===== src/rtl/down_counter_timer.sv =====
// down_counter_timer
//
// Loadable programmable down counter for interval timing and event division.
// A start value is loaded, the count then drops by one on every enabled clock,
// and a one-cycle terminal-count pulse marks the edge on which q reaches 0.
// In periodic mode the next enabled edge after terminal count reloads the
// last loaded value. In one-shot mode that edge stops the counter.
//
// Ports:
//   clk       system clock; all state changes on the rising edge
//   rst       asynchronous reset, active low
//   en        count enable; decrement and reload happen only when en=1
//   load      synchronous load strobe; wins over en in every state
//   load_val  start value captured on load
//   mode      0 = one-shot, 1 = periodic; sampled at each terminal decision
//   q         current count (registered)
//   tc        terminal-count pulse (registered), one cycle wide
//   busy      high while the counter is running or sitting at terminal count
//   state_dbg current FSM state encoding, for observation only
module down_counter_timer #(
  parameter int WIDTH = 4
) (
  input  logic             clk,
  input  logic             rst,
  input  logic             en,
  input  logic             load,
  input  logic [WIDTH-1:0] load_val,
  input  logic             mode,
  output logic [WIDTH-1:0] q,
  output logic             tc,
  output logic             busy,
  output logic [1:0]       state_dbg
);

  typedef enum logic [1:0] {
    IDLE = 2'd0,
    RUN  = 2'd1,
    ZERO = 2'd2
  } state_t;

  state_t           state;
  logic [WIDTH-1:0] reload;

  // busy comes straight from the state register, so it changes on the same
  // edge as the state and drops asynchronously with reset.
  assign busy      = (state != IDLE);
  assign state_dbg = state;

  always_ff @(posedge clk or negedge rst) begin
    if (!rst) begin
      q      <= '0;
      reload <= '0;
      tc     <= 1'b0;
      state  <= IDLE;
    end else if (load) begin
      // A zero load never enters RUN, so reload is nonzero whenever the
      // counter is in RUN or ZERO.
      q      <= load_val;
      reload <= load_val;
      tc     <= 1'b0;
      state  <= (load_val != '0) ? RUN : IDLE;
    end else begin
      // tc defaults low every edge so it is a single-cycle pulse even when
      // en stays low while sitting in ZERO.
      tc <= 1'b0;
      if (en) begin
        case (state)
          RUN: begin
            if (q == WIDTH'(1)) begin
              q     <= '0;
              tc    <= 1'b1;
              state <= ZERO;
            end else begin
              q <= q - WIDTH'(1);
            end
          end
          ZERO: begin
            if (mode) begin
              q     <= reload;
              state <= RUN;
            end else begin
              state <= IDLE;
            end
          end
          default: begin
            state <= IDLE;
          end
        endcase
      end
    end
  end

endmodule


===== config.mk =====
export PLATFORM = sky130hd
export DESIGN_NAME = down_counter_timer
export DESIGN_NICKNAME = d
export VERILOG_FILES = /design/src/rtl/down_counter_timer.sv
export SDC_FILE = /design/constraint.sdc
export NUM_CORES = 1
export LEC_CHECK = 0
export CORE_UTILIZATION = 45
export DETAILED_ROUTE_END_ITERATION = 10
export PLACE_DENSITY = 0.8
export SYNTH_ARGS = -nofsm -noshare
export SYNTH_HDL_FRONTEND = slang
export SYNTH_SLANG_ARGS = --single-unit

===== constraint.sdc =====
create_clock -name clk -period 1.9 [get_ports clk]
set_input_delay 0.57 -clock clk [delete_from_list [all_inputs] [get_ports clk]]
set_output_delay 0.57 -clock clk [all_outputs]
set_load 0.01 [all_outputs]

==> impl_metrics.env, run 1 <==
export IMPL_core_area_um2=1318
export IMPL_drt_iter0_markers=7
export IMPL_dieArea_um2=1602
export IMPL_routedWlPerCell_um=12.42
export IMPL_ys_seq_elements=11
export IMPL_drive_above_1_share_pct=18.07
export IMPL_grt_max_degree=15
export IMPL_drv_cap=0
export IMPL_gp_congestion=0.7440
export IMPL_worstPathCellList="clkdlybuf4s50_1"
export IMPL_path_delay_family="buffers and inverters"
export IMPL_wirelength_mm=1.217
export IMPL_synth_seq_area_share_pct=42.31
export IMPL_fillers=117
export IMPL_cts_root_buffer="clkbuf_4"
export IMPL_dp_hpwl_um=899.2
export IMPL_holdCritStartpoint="reload[3]"
export IMPL_firstDrtPassIters=4
export IMPL_drc=0
export IMPL_htreeDepth=1
export IMPL_crit_path_start="q[0]"
export IMPL_slew_viol_final=0
export IMPL_r2r_start="q[1]"
export IMPL_ios=17
export IMPL_cts_tree="done"
export IMPL_netlist_instances=62
export IMPL_row_count=13
export IMPL_start_kind="flop"
export IMPL_grt_overflow=0
export IMPL_fin_skew_ps=1.365
export IMPL_power_density_nw_per_um2=758.4
export IMPL_period_minus_slack_ps=1852
export IMPL_ys_warn_count=0
export IMPL_cp_depth=1
export IMPL_register_area_um2=276.5
export IMPL_ant_nets=0
export IMPL_crit_type="flop to output pin"
export IMPL_syn_area_per_cell_um2=10.49
export IMPL_ff2ff_path_depth=6
export IMPL_multi_input_area_um2=335.3
export IMPL_synthToLayoutAreaGrowth_pct=33.65
export IMPL_nets=95
export IMPL_cts_buffer_depth=2
export IMPL_synth_nets=73
export IMPL_worst_hold_path_type="flop to flop"
export IMPL_vdd_drop_max_v=0.0004531
export IMPL_synth_top_area_share_pct=42.31
export IMPL_layout_common_cells="clkdlybuf4s50_1, dfrtp_1, inv_1"
export IMPL_clock_latency_ps=270
export IMPL_grt_antenna_before_repair=0
export IMPL_fin_crit_sh_pct=97.45
export IMPL_final_setup_viol_count=0
export IMPL_worst_slew_pin_slew_ps=515.5
export IMPL_cts_inserted_buffers=3
export IMPL_worstSetupEndpointType="output pin"
export IMPL_worstPathRequired_ps=1330
export IMPL_hold_viol=0
export IMPL_cts_sinks=11
export IMPL_slowest_stage="clkdlybuf4s50_1"
export IMPL_rsz0062_at_grt="false"
export IMPL_grt_pass1_vias=488
export IMPL_yosysTopAreaCell="dfrtp_1"
export IMPL_worstPathArrival_ps=1280
export IMPL_synth_cell_type_count=31
export IMPL_vias=517
export IMPL_holdWs_ps=486.3
export IMPL_via_per_inst=5.276
export IMPL_status="finished, final reports clean"
export IMPL_critical_path_max_stage_delay_ps=570
export IMPL_die_w_um=40.03
export IMPL_crit_path_max_fanout=6
export IMPL_die_h_um=40.03
export IMPL_power_mw=0.6595
export IMPL_fin_area_um2=869.6
export IMPL_syn_area_um2=650.6
export IMPL_clkTransAtPathRegs_ps=70
export IMPL_place_port_buffers=16
export IMPL_synthTopCellsByArea="dfrtp_1, mux2i_1, ha_1, mux2_1, o21ai_0"
export IMPL_holdPathStages=1
export IMPL_grt_use_total_pct=20.09
export IMPL_p_leak_nw=0.3900
export IMPL_final_common_cell="clkdlybuf4s50_1"
export IMPL_n_antenna_cell=0
export IMPL_start_util_pct=49.38
export IMPL_grt_pass1_wl_mm=2.042
export IMPL_fmax_mhz=540.1
export IMPL_final_setup_tns_ps=0
export IMPL_placed_area_um2=838.3
export IMPL_max_slew_margin_rel_pct=65.53
export IMPL_worst_path_buf_inv=1
==> layout make-up <==
class                      count  share of cell area, %
multi-input combinational     43                  38.56
sequential                    11                  31.80
timing repair buffer          20                  22.30
clock buffer                   4                  3.022
inverter                       5                  2.158
tap                           15                  2.158
==> registers in the layout, indices dropped and copies added, names as in the netlist <==
| register | cells |
|---|---|
| state_dbg | 2 |
| q | 4 |
| tc | 1 |
| reload | 4 |
==> synth_stat cells <==
cell type,count
nand2b_1,2
nor2b_4,1
dfrtp_1,11
nand2_1,4
buf_2,2
nor3b_4,1
nor3b_1,2
nor2_1,3
a21oi_1,1
o21ai_1,1
or2_2,1
nand3_1,1
inv_1,5
o21a_1,1
o311a_1,1
o32ai_1,1
o21ai_0,4
nand3b_1,1
o2bb2ai_1,1
mux2i_1,4
nor2_2,1
ha_1,2
nor3_1,2
nor4_1,1
nor2b_1,1
buf_6,1
mux2_1,2
o31ai_2,1
a31oi_1,1
mux2_2,1
a21boi_4,1
==> through the flow <==
stage / utilization, % / setup slack, ps / cells
3_5_place_dp: 63.63 / 56.20 / 94
2_1_floorplan: - / 515.7 / 62
3_3_place_gp: 63.63 / 66.72 / 94
5_1_grt: 66.00 / 8.034 / 98
4_1_cts: 65.53 / 14.28 / 98
6_report: 66.00 / 48.36 / 98
==> logic make-up after synthesis <==
logic type	after synthesis	synth area share (%)
and+or+nand+nor	21	20.58
buffers and inverters	8	6.154
AOI/OAI and AO/OA	13	15.77
adders and majority gates	2	3.846
DFF	11	42.31
muxes	7	11.35
==> layer usage <==
| layer | track usage [%] | vias up | part of all wire, % |
|---|---|---|---|
| met5 | 0 | - | 0 |
| met4 | 2.586 | 0 | 0.66 |
| met3 | 10.00 | 2 | 5.3 |
| met2 | 32.66 | 12 | 46 |
| met1 | 24.31 | 246 | 48 |
| li1 | - | 257 | - |
==> where the power goes <==
part           internal [mW]  total (mW)  leakage, nW  switching [mW]
Combinational          0.118       0.208        0.242          0.0902
Sequential             0.264       0.292        0.132          0.0287
Clock                 0.0813       0.159       0.0150          0.0782
Total                  0.462       0.660        0.390           0.197
==> final timing paths <==
path / to / slack (ps)
max in group asynchronous: q[2] / 890
max reg2reg: state_dbg[1] / 440
max: q[0] / 50
min in group asynchronous: tc / 640
min: reload[3] / 490
min reg2reg: reload[3] / 490
==> timing repair <==
item,4_1_cts,5_1_grt
setup buffers,0,0
endpoints found under the setup margin,1,3
resized for setup,1,3
hold buffers,0,0
endpoints found under the hold margin,0,0
Power figures use the tool's default switching activity.
==> inputs of run 2 (changes only) <==
--- a/config.mk
+++ b/config.mk
@@ -5,6 +5,7 @@
 export SDC_FILE = /design/constraint.sdc
 export NUM_CORES = 1
 export LEC_CHECK = 0
+export CAP_MARGIN = 25
 export CORE_UTILIZATION = 45
 export DETAILED_ROUTE_END_ITERATION = 10
 export PLACE_DENSITY = 0.8
==> results of run 2 <==
Same layout as run 1: the final DEF is identical, and so are final timing and power.
==> inputs of run 3 (changes only) <==
--- a/config.mk
+++ b/config.mk
@@ -6,9 +6,9 @@
 export NUM_CORES = 1
 export LEC_CHECK = 0
 export CAP_MARGIN = 25
-export CORE_UTILIZATION = 45
+export CORE_UTILIZATION = 40
 export DETAILED_ROUTE_END_ITERATION = 10
-export PLACE_DENSITY = 0.8
+export PLACE_DENSITY = 0.73
 export SYNTH_ARGS = -nofsm -noshare
 export SYNTH_HDL_FRONTEND = slang
 export SYNTH_SLANG_ARGS = --single-unit
==> run 3 against run 2 <==
Non-clock buffer count decreased by 1. Die area increased by 12%. Clock skew increased by 4.2 ps. Routed wire length increased by 5.6%. Largest power group unchanged.
==> impl_metrics.env, run 3 (same netlist as run 1, synthesis figures left out) <==
export IMPL_fin_skew_ps=5.605
export IMPL_layout_common_cells="clkdlybuf4s50_1, dfrtp_1, inv_1"
export IMPL_dp_hpwl_um=980
export IMPL_worst_slew_pin_slew_ps=489.6
export IMPL_path_delay_family="buffers and inverters"
export IMPL_rsz0062_at_grt="false"
export IMPL_via_per_inst=4.980
export IMPL_cts_inserted_buffers=3
export IMPL_drv_cap=0
export IMPL_grt_pass1_wl_mm=2.125
export IMPL_worst_hold_path_type="flop to flop"
export IMPL_ant_nets=0
export IMPL_drt_iter0_markers=12
export IMPL_hold_buffers=0
export IMPL_hold_viol=0
export IMPL_grt_overflow=0
export IMPL_holdWs_ps=514.0
export IMPL_cts_root_buffer="clkbuf_4"
export IMPL_sw_frac_of_total_pct=29.98
export IMPL_final_setup_tns_ps=0
export IMPL_seqPwrFrac_pct=44.5
export IMPL_cts_buffer_depth=2
export IMPL_drc=0
export IMPL_fmax_mhz=542.4
export IMPL_fin_area_um2=863.3
export IMPL_period_minus_slack_ps=1844
export IMPL_n_antenna_cell=0
export IMPL_p_clk_share_pct=23.9
export IMPL_status="finished, final reports clean"
export IMPL_critical_path_max_stage_delay_ps=580
export IMPL_die_h_um=42.33
export IMPL_switchingPower_mw=0.1976
export IMPL_post_cts_setup_buffer_count=0
export IMPL_pwr_share_comb_pct=31.6
export IMPL_row_count=14
export IMPL_worstPathArrival_ps=1270
export IMPL_worstPathRequired_ps=1330
export IMPL_power_internal_mw=0.4614
export IMPL_grt_pass1_vias=462
export IMPL_gp_congestion=0.7316
export IMPL_firstDrtPassIters=4
export IMPL_grt_antenna_before_repair=0
export IMPL_grt_use_met1_pct=21.10
export IMPL_drive_above_1_share_pct=17.07
export IMPL_start_kind="flop"
export IMPL_placed_area_um2=832.0
export IMPL_vias=488
export IMPL_nets=94
export IMPL_worstSetupEndpointType="output pin"
export IMPL_slew_viol_final=0
export IMPL_fillers=127
export IMPL_power_density_nw_per_um2=763.3
export IMPL_dieArea_um2=1792
export IMPL_slowest_stage="clkdlybuf4s50_1"
export IMPL_cts_sinks=11
export IMPL_fin_crit_sh_pct=97.03
export IMPL_final_common_cell="clkdlybuf4s50_1"
export IMPL_clkTransAtPathRegs_ps=70
export IMPL_ios=17
export IMPL_met3_usage_pct=5.172
export IMPL_p_leak_nw=0.3852
export IMPL_routedWlPerCell_um=13.11
export IMPL_die_w_um=42.33
export IMPL_wirelength_mm=1.285
export IMPL_max_slew_margin_rel_pct=67.26
export IMPL_synthToLayoutAreaGrowth_pct=32.69
export IMPL_htreeDepth=1
export IMPL_grt_max_degree=14
export IMPL_grt_busiest_layer="met2"
export IMPL_worstPathCellList="clkdlybuf4s50_1"
export IMPL_crit_type="flop to output pin"
export IMPL_clock_latency_ps=270
export IMPL_crit_path_max_fanout=6
export IMPL_grt_use_total_pct=16.82
export IMPL_core_area_um2=1506
export IMPL_start_util_pct=43.19
export IMPL_cts_tree="done"
export IMPL_worst_path_buf_inv=1
export IMPL_place_port_buffers=16
export IMPL_use_met2_pct=25.54
export IMPL_vdd_drop_max_v=0.0004728
export IMPL_final_setup_viol_count=0
run 3: cell count changes in the layout (fill, tap and decap cells not counted):
cell and change:
buf_4 -1
run 3: layout make-up:
type	count	area, um2	area share, %
multi-input cells	43	335.3	38.84
flip-flops and latches	11	276.5	32.03
repair buffers	19	186.4	21.59
clock buffers	4	26.28	3.043
well taps	16	20.02	2.319
inverters	5	18.77	2.174
run 3: per-stage QoR:
stage	instances	power (mW)	util, %	setup WS (ps)
finish	98	0.6590	57.31	56.40
detailed placement	94	0.5090	55.23	41.17
floorplan	62	0.4111	-	515.7
global route	98	0.7077	57.31	2.111
global placement	94	0.5052	55.23	83.28
CTS	98	0.6694	56.89	16.64
run 3: worst paths after layout:
kind / startpoint / end / slack, ps / cells past startpoint
setup / recovery: q[0] / q[0] / 60 / 1
hold / removal: reload[2] / reload[2] / 510 / 1
setup reg to reg: q[1] / state_dbg[1] / 460 / 6
hold reg to reg: reload[2] / reload[2] / 510 / 1
max in group asynchronous: rst / q[2] / 920 / 1
min in group asynchronous: rst / reload[2] / 630 / 1
run 3: layer usage:
metal / part of all wire [%] / routed length, um / vias to the layer above
met1: 47 / 609 / 217
li1: - / - / 257
met4: 1.2 / 16 / 0
met2: 47 / 608 / 12
met3: 4.0 / 51 / 2
met5: 0 / 0 / -
run 3: repair_timing:
action,CTS,global route
resized for setup,1,3
endpoints found under the hold margin,0,0
endpoints found under the setup margin,1,3
run 3: power by group through the flow:
stage / combinational (mW) / clock, mW / sequential, mW
after floorplan: 0.105 / 0 / 0.306
after global placement: 0.209 / 0 / 0.296
after detailed placement: 0.213 / 0 / 0.296
after CTS: 0.212 / 0.165 / 0.292
after global routing: 0.229 / 0.181 / 0.298
final: 0.208 / 0.157 / 0.293
